## config.mk

```make
export PLATFORM = sky130hd
export DESIGN_NAME = gpio_v2
export DESIGN_NICKNAME = d
export VERILOG_FILES = /design/src/rtl/gpio_v2_pkg.sv /design/src/rtl/gpio_debounce.sv /design/src/rtl/gpio_v2.sv
export SDC_FILE = /design/constraint.sdc
export NUM_CORES = 1
export LEC_CHECK = 0
export ABC_CLOCK_PERIOD_IN_PS = 8700
export CORE_MARGIN = 5
export CORE_UTILIZATION = 40
export CTS_CLUSTER_SIZE = 30
export DETAILED_ROUTE_END_ITERATION = 12
export GPL_ROUTABILITY_DRIVEN = 0
export GPL_TIMING_DRIVEN = 1
export PLACE_DENSITY_LB_ADDON = 0.05
export SLEW_MARGIN = 10
export SYNTH_ARGS = -nofsm -noshare
export SYNTH_HDL_FRONTEND = slang
export SYNTH_SLANG_ARGS = --single-unit
export TNS_END_PERCENT = 20
```

## constraint.sdc

```tcl
create_clock -name clk -period 8.7 [get_ports clk]
set_input_delay 1.74 -clock clk [delete_from_list [all_inputs] [get_ports clk]]
set_output_delay 1.74 -clock clk [all_outputs]
set_load 0.1 [all_outputs]
```

## src/rtl/gpio_v2_pkg.sv

```systemverilog
// Shared register map, ID signature and address decode for the gpio_v2 register block.
package gpio_v2_pkg;

    localparam logic [11:0] AddrSwDb    = 12'h004;
    localparam logic [11:0] AddrLeds    = 12'h008;
    localparam logic [11:0] AddrHex0    = 12'h00C;
    localparam logic [11:0] AddrIrqEn   = 12'h040;
    localparam logic [11:0] AddrIrqStat = 12'h044;
    localparam logic [11:0] AddrId      = 12'h048;
    localparam logic [7:0]  IdSig       = 8'h47;

    typedef enum logic [2:0] {
        RegNone,
        RegSwDb,
        RegLeds,
        RegHex,
        RegIrqEn,
        RegIrqStat,
        RegId
    } reg_sel_e;

    typedef struct packed {
        reg_sel_e   sel;
        logic [2:0] idx;
    } reg_dec_t;

    // Word-granular decode; HEX slots at or beyond num_hex fall through to RegNone.
    function automatic reg_dec_t decode_addr(input logic [11:0] addr, input int unsigned num_hex);
        logic [9:0] word;
        logic [9:0] hex_word;
        reg_dec_t   dec;
        word     = addr[11:2];
        hex_word = word - AddrHex0[11:2];
        dec.sel  = RegNone;
        dec.idx  = 3'd0;
        if (word == AddrSwDb[11:2]) begin
            dec.sel = RegSwDb;
        end else if (word == AddrLeds[11:2]) begin
            dec.sel = RegLeds;
        end else if (word == AddrIrqEn[11:2]) begin
            dec.sel = RegIrqEn;
        end else if (word == AddrIrqStat[11:2]) begin
            dec.sel = RegIrqStat;
        end else if (word == AddrId[11:2]) begin
            dec.sel = RegId;
        end else if (word >= AddrHex0[11:2] && 32'(hex_word) < num_hex) begin
            dec.sel = RegHex;
            dec.idx = hex_word[2:0];
        end
        return dec;
    endfunction

endpackage

```

## src/rtl/gpio_debounce.sv

```systemverilog
// Switch synchroniser plus tick-paced two-sample debounce filter with rising-edge pulses.
module gpio_debounce #(
    parameter int unsigned SW_W    = 10,
    parameter int unsigned DB_TICK = 16
) (
    input  logic            clk,
    input  logic            rst,
    input  logic [SW_W-1:0] sw_i,
    output logic [SW_W-1:0] db_o,
    output logic [SW_W-1:0] rise_o
);

    localparam int unsigned CntW = $clog2(DB_TICK);

    logic [SW_W-1:0] sync1_q, sync2_q, prev_q, db_q, db_d;
    logic [CntW-1:0] cnt_q;
    logic            tick;

    assign tick = (cnt_q == CntW'(DB_TICK - 1));

    // A bit only follows the input when two consecutive tick samples agree.
    always_comb begin
        db_d = db_q;
        if (tick) begin
            db_d = (~(sync2_q ^ prev_q) & sync2_q) | ((sync2_q ^ prev_q) & db_q);
        end
    end

    assign rise_o = db_d & ~db_q;
    assign db_o   = db_q;

    always_ff @(posedge clk) begin
        if (rst) begin
            sync1_q <= '0;
            sync2_q <= '0;
            prev_q  <= '0;
            db_q    <= '0;
            cnt_q   <= '0;
        end else begin
            sync1_q <= sw_i;
            sync2_q <= sync1_q;
            cnt_q   <= tick ? '0 : cnt_q + CntW'(1);
            if (tick) begin
                prev_q <= sync2_q;
            end
            db_q <= db_d;
        end
    end

endmodule

```

## src/rtl/gpio_v2.sv

```systemverilog
// Memory-mapped GPIO block: LEDs, 7-segment digits, debounced switches and a level interrupt.
module gpio_v2
    import gpio_v2_pkg::*;
#(
    parameter int unsigned NUM_HEX = 6,
    parameter int unsigned LED_W   = 8,
    parameter int unsigned SW_W    = 10,
    parameter int unsigned DB_TICK = 16
) (
    input  logic                 clk,
    input  logic                 rst,
    input  logic                 CS,
    input  logic                 REN,
    input  logic                 WEN,
    input  logic [11:0]          Addr,
    input  logic [31:0]          DataIn,
    output logic [31:0]          DataOut,
    input  logic [SW_W-1:0]      SW,
    output logic [7*NUM_HEX-1:0] HEX,
    output logic [LED_W-1:0]     LEDS,
    output logic                 IRQ
);

    logic [LED_W-1:0]         leds_q;
    logic [NUM_HEX-1:0][6:0]  hex_q;
    logic [SW_W-1:0]          irq_en_q, irq_stat_q;
    logic [31:0]              data_out_q, rdata;
    logic                     irq_q;
    logic [SW_W-1:0]          sw_db, sw_rise, w1c;
    logic                     wr, rd;
    reg_dec_t                 dec;
    logic                     unused_bits;

    assign unused_bits = ^{DataIn, Addr[1:0]};

    gpio_debounce #(
        .SW_W   (SW_W),
        .DB_TICK(DB_TICK)
    ) u_debounce (
        .clk   (clk),
        .rst   (rst),
        .sw_i  (SW),
        .db_o  (sw_db),
        .rise_o(sw_rise)
    );

    assign dec = decode_addr(Addr, NUM_HEX);
    assign wr  = CS & WEN;
    assign rd  = CS & REN;

    always_comb begin
        rdata = '0;
        w1c   = '0;
        case (dec.sel)
            RegSwDb:    rdata[SW_W-1:0]  = sw_db;
            RegLeds:    rdata[LED_W-1:0] = leds_q;
            RegHex:     rdata[6:0]       = hex_q[dec.idx];
            RegIrqEn:   rdata[SW_W-1:0]  = irq_en_q;
            RegIrqStat: rdata[SW_W-1:0]  = irq_stat_q;
            RegId:      rdata = {IdSig, 8'(NUM_HEX), 8'(LED_W), 8'(SW_W)};
            default:    rdata = '0;
        endcase
        if (wr && dec.sel == RegIrqStat) begin
            w1c = DataIn[SW_W-1:0];
        end
    end

    always_ff @(posedge clk) begin
        if (rst) begin
            leds_q     <= '0;
            hex_q      <= '0;
            irq_en_q   <= '0;
            irq_stat_q <= '0;
            data_out_q <= '0;
            irq_q      <= 1'b0;
        end else begin
            if (wr) begin
                case (dec.sel)
                    RegLeds:  leds_q         <= DataIn[LED_W-1:0];
                    RegHex:   hex_q[dec.idx] <= DataIn[6:0];
                    RegIrqEn: irq_en_q       <= DataIn[SW_W-1:0];
                    default:  ;
                endcase
            end
            // New edges are OR-ed in after the clear so a coincident set survives.
            irq_stat_q <= (irq_stat_q & ~w1c) | sw_rise;
            irq_q      <= |(irq_stat_q & irq_en_q);
            if (rd) begin
                data_out_q <= rdata;
            end
        end
    end

    assign DataOut = data_out_q;
    assign HEX     = hex_q;
    assign LEDS    = leds_q;
    assign IRQ     = irq_q;

endmodule

```

==> impl_metrics.csv <==
group,metric,value,unit
floorplan,die_area,0.0169,sq mm
synthesis,synthXorXnorAreaFrac,0.739,%
synthesis,ys_seq_area_share,43.8,%
clock_tree,cts_hold_buf,0,
clock_tree,clock_sinks,126,
floorplan,die_w,130,um
worst_setup_path,crit_fanout,26,
synthesis,synthDistinctLibCells,59,
synthesis,synth.area.mux_share,13.6,%
drt,detail-route-antenna-nets,0,
power,power_density,184,mW/mm^2
synthesis,yosysTopAreaCell,"dfxtp_1",
worst_setup_path,cp-start-kind,"primary input",
global_route,grt_pass1_vias,4596,
layout,synthToLayoutAreaGrowth,27.3,%
placement,io_buffers,102,
clock_tree,cts_tree,"done",
sta,setup_viol,0,
drt,drt-total-wl,15.0,mm
floorplan,die_h,130,um
power,leakagePower,2.99,nW
synthesis,syn_area,0.00576,sq mm
global_route,grt_overflow,0,
drt,firstDrtPassIters,5,
worst_setup_path,rr_worst_depth,5,
layout,nNetsFinal,768,
synthesis,ys_warn_count,0,
drt,route.vias.total,4734,
clock_tree,cts_inserted_buffers,17,
drt,drt_iter0_markers,390,
layout,n_fill_cell,1297,
synthesis,syn_area_per_cell,9.25,sq um
drt,post_drt_wl_per_cell,16.7,um
layout,drive_gt1_share,8.09,%
sta,worst_pin_slew,1040,ps
worst_setup_path,critPathCaptureType,"flop",
global_route,antenna_found_initial,0,
clock_tree,post_cts_resize_count,0,
synthesis,synth-edff-count,0,
synthesis,synth-main-ff-cell,"dfxtp_1",
synthesis,synthDominantCellAreaShare,43.8,%
synthesis,async_flop_share,0,%
min_path,hold_path_class,"flop to flop",
worst_setup_path,r2r_start,"HEX[33]",
global_route,grtUsageTotal,18.3,%
worst_setup_path,criticalPathCategory,"primary input to flop",
synthesis,synthAdderAreaFrac,1.09,%
min_path,hold_start,"u_debounce.sync1_q[5]",
status,status,"completed",
clock_tree,cts_buffer_depth,2,
sta,skew,11.7,ps
worst_setup_path,arrival,5320,ps
clock_tree,htree_levels,4,
min_path,hold_depth,1,
synthesis,yosys_register_bits,126,
clock_tree,cts-root-buf,"clkbuf_16",
floorplan,row_count,43,
global_route,grt_pass1_wl,24.1,mm
worst_setup_path,crit_required,9060,ps
layout,diodes,0,
sta,maxSlewViolCount,0,
clock_tree,post_cts_buffers,0,
sta,hold_violations,0,
drt,drc,0,
job,max_cap_violations,0,
synthesis,yosysMostFrequentCell,"dfxtp_1",
sta,setup-tns-final,0,ps
sta,max-slew-margin-rel,30.7,%
floorplan,initial_core_util,41.1,%
sta,holdWs,434,ps
clock_tree,clk_latency,420,ps
sta,finalCritPeriodShare,57.1,%
synthesis,synth_common_cells,"dfxtp_1 (126), mux2i_1 (68), nor2_1 (68)",
worst_setup_path,critPathLaunch,"Addr[2]",
drt,viasPerCell,5.28,
synthesis,synth_top_family_by_area,"simple AND/OR/NAND/NOR gates",
floorplan,ios,142,
sta,rsz0062_at_grt,"false",
clock_tree,clkTransAtPathRegs,60,ps
placement,dp_hpwl,10.8,mm
floorplan,core_region_area,0.0140,sq mm
sta,period_minus_slack,4970,ps
synthesis,synth-simple-area-share,20.4,%
sta,max_freq,0.201,GHz
synthesis,synthCells,622,
synthesis,synth-compound-area-share,14.3,%
power,vdd_drop_max,0.120,mV
global_route,grt_max_degree,82,
synthesis,synth_area_leaders,"dfxtp_1 (44%), mux2i_1 (12%), nor2_1 (4.4%), a21oi_1 (3.4%), nand2_1 (3.3%)",
[kinds of logic after synthesis]
family / count (synthesis)
XOR/XNOR: 4
flip-flops: 126
AO/OA/AOI/OAI: 123
multiplexers: 75
buffers and inverters: 66
AND/OR/NAND/NOR: 222
adder cells (fa/ha/maj): 5
other: 1
[per-layer routing]
layer  vias up  wire length (um)  part of all wire, %  GRT usage (%)
met2       136              6830                   46           29.5
met5         -                 0                    0              0
met3        13               890                  5.9           4.54
met1      2263              7130                   48           24.5
li1       2322                 -                    -              -
met4         0               135                 0.90           5.50
[flip-flops by register name, summed over array words and instances, names as in the netlist]
register	cells
u_debounce.db_o	10
HEX	42
u_debounce.prev_q	10
irq_stat_q	10
LEDS	8
IRQ	1
irq_en_q	10
DataOut	11
u_debounce.sync2_q	10
u_debounce.cnt_q	4
u_debounce.sync1_q	10
[layout make-up]
| cell class | count | area, sq um | share of cell area [%] |
|---|---|---|---|
| inverter | 10 | 37.5 | 0.512 |
| timing repair buffer | 105 | 1040 | 14.2 |
| clock inverter | 9 | 60.1 | 0.820 |
| tap | 180 | 225 | 3.07 |
| clock buffer | 23 | 498 | 6.80 |
| sequential | 126 | 2520 | 34.4 |
| multi-input combinational | 444 | 2940 | 40.2 |
[critical path, stage by stage]
cell and delay, ps:
clkdlybuf4s50_1 450, buf_4 340, inv_1 200, ha_1 490, a21o_1 260, a221oi_4 500
nand2_4 150, a2111oi_0 880, o221a_1 300
[stage by stage]
step	area [sq um]	setup slack (ps)	utilization, %	total power [mW]	cells
final	7330	3730	52.4	1.35	897
after floorplan	5810	4480	-	0.680	636
after CTS	7330	3790	52.4	1.36	897
after global placement	6770	3420	48.4	0.707	865
after global routing	7330	3480	52.4	1.40	897
after detailed placement	6770	3340	48.4	0.708	865
[worst paths after layout]
path                           end  slack, ps
max                     DataOut[5]       3730
min reg2reg  u_debounce.sync2_q[5]        430
min          u_debounce.sync2_q[5]        430
max reg2reg             DataOut[5]       6830
[cell usage in the layout (no fill, tap or decap), types with 7 or more instances in the layout]
cell type / count
dfxtp_1: 126
clkdlybuf4s50_1: 101
nor2_1: 68
mux2i_1: 68
nand2_1: 51
a21oi_1: 39
o21ai_0: 33
nand2b_1: 24
nor2b_1: 21
clkbuf_16: 17
conb_1: 15
and2_1: 11
inv_1: 10
nor3_1: 10
nand3b_1: 10
a22oi_1: 7
a222oi_1: 7
[power breakdown]
part | internal [mW] | switching, mW | leakage (nW)
Sequential | 0.584 | 0.00334 | 1.02
Combinational | 0.0319 | 0.0771 | 1.70
Clock | 0.400 | 0.249 | 0.271
No activity file was read; power rests on OpenSTA's default activity.
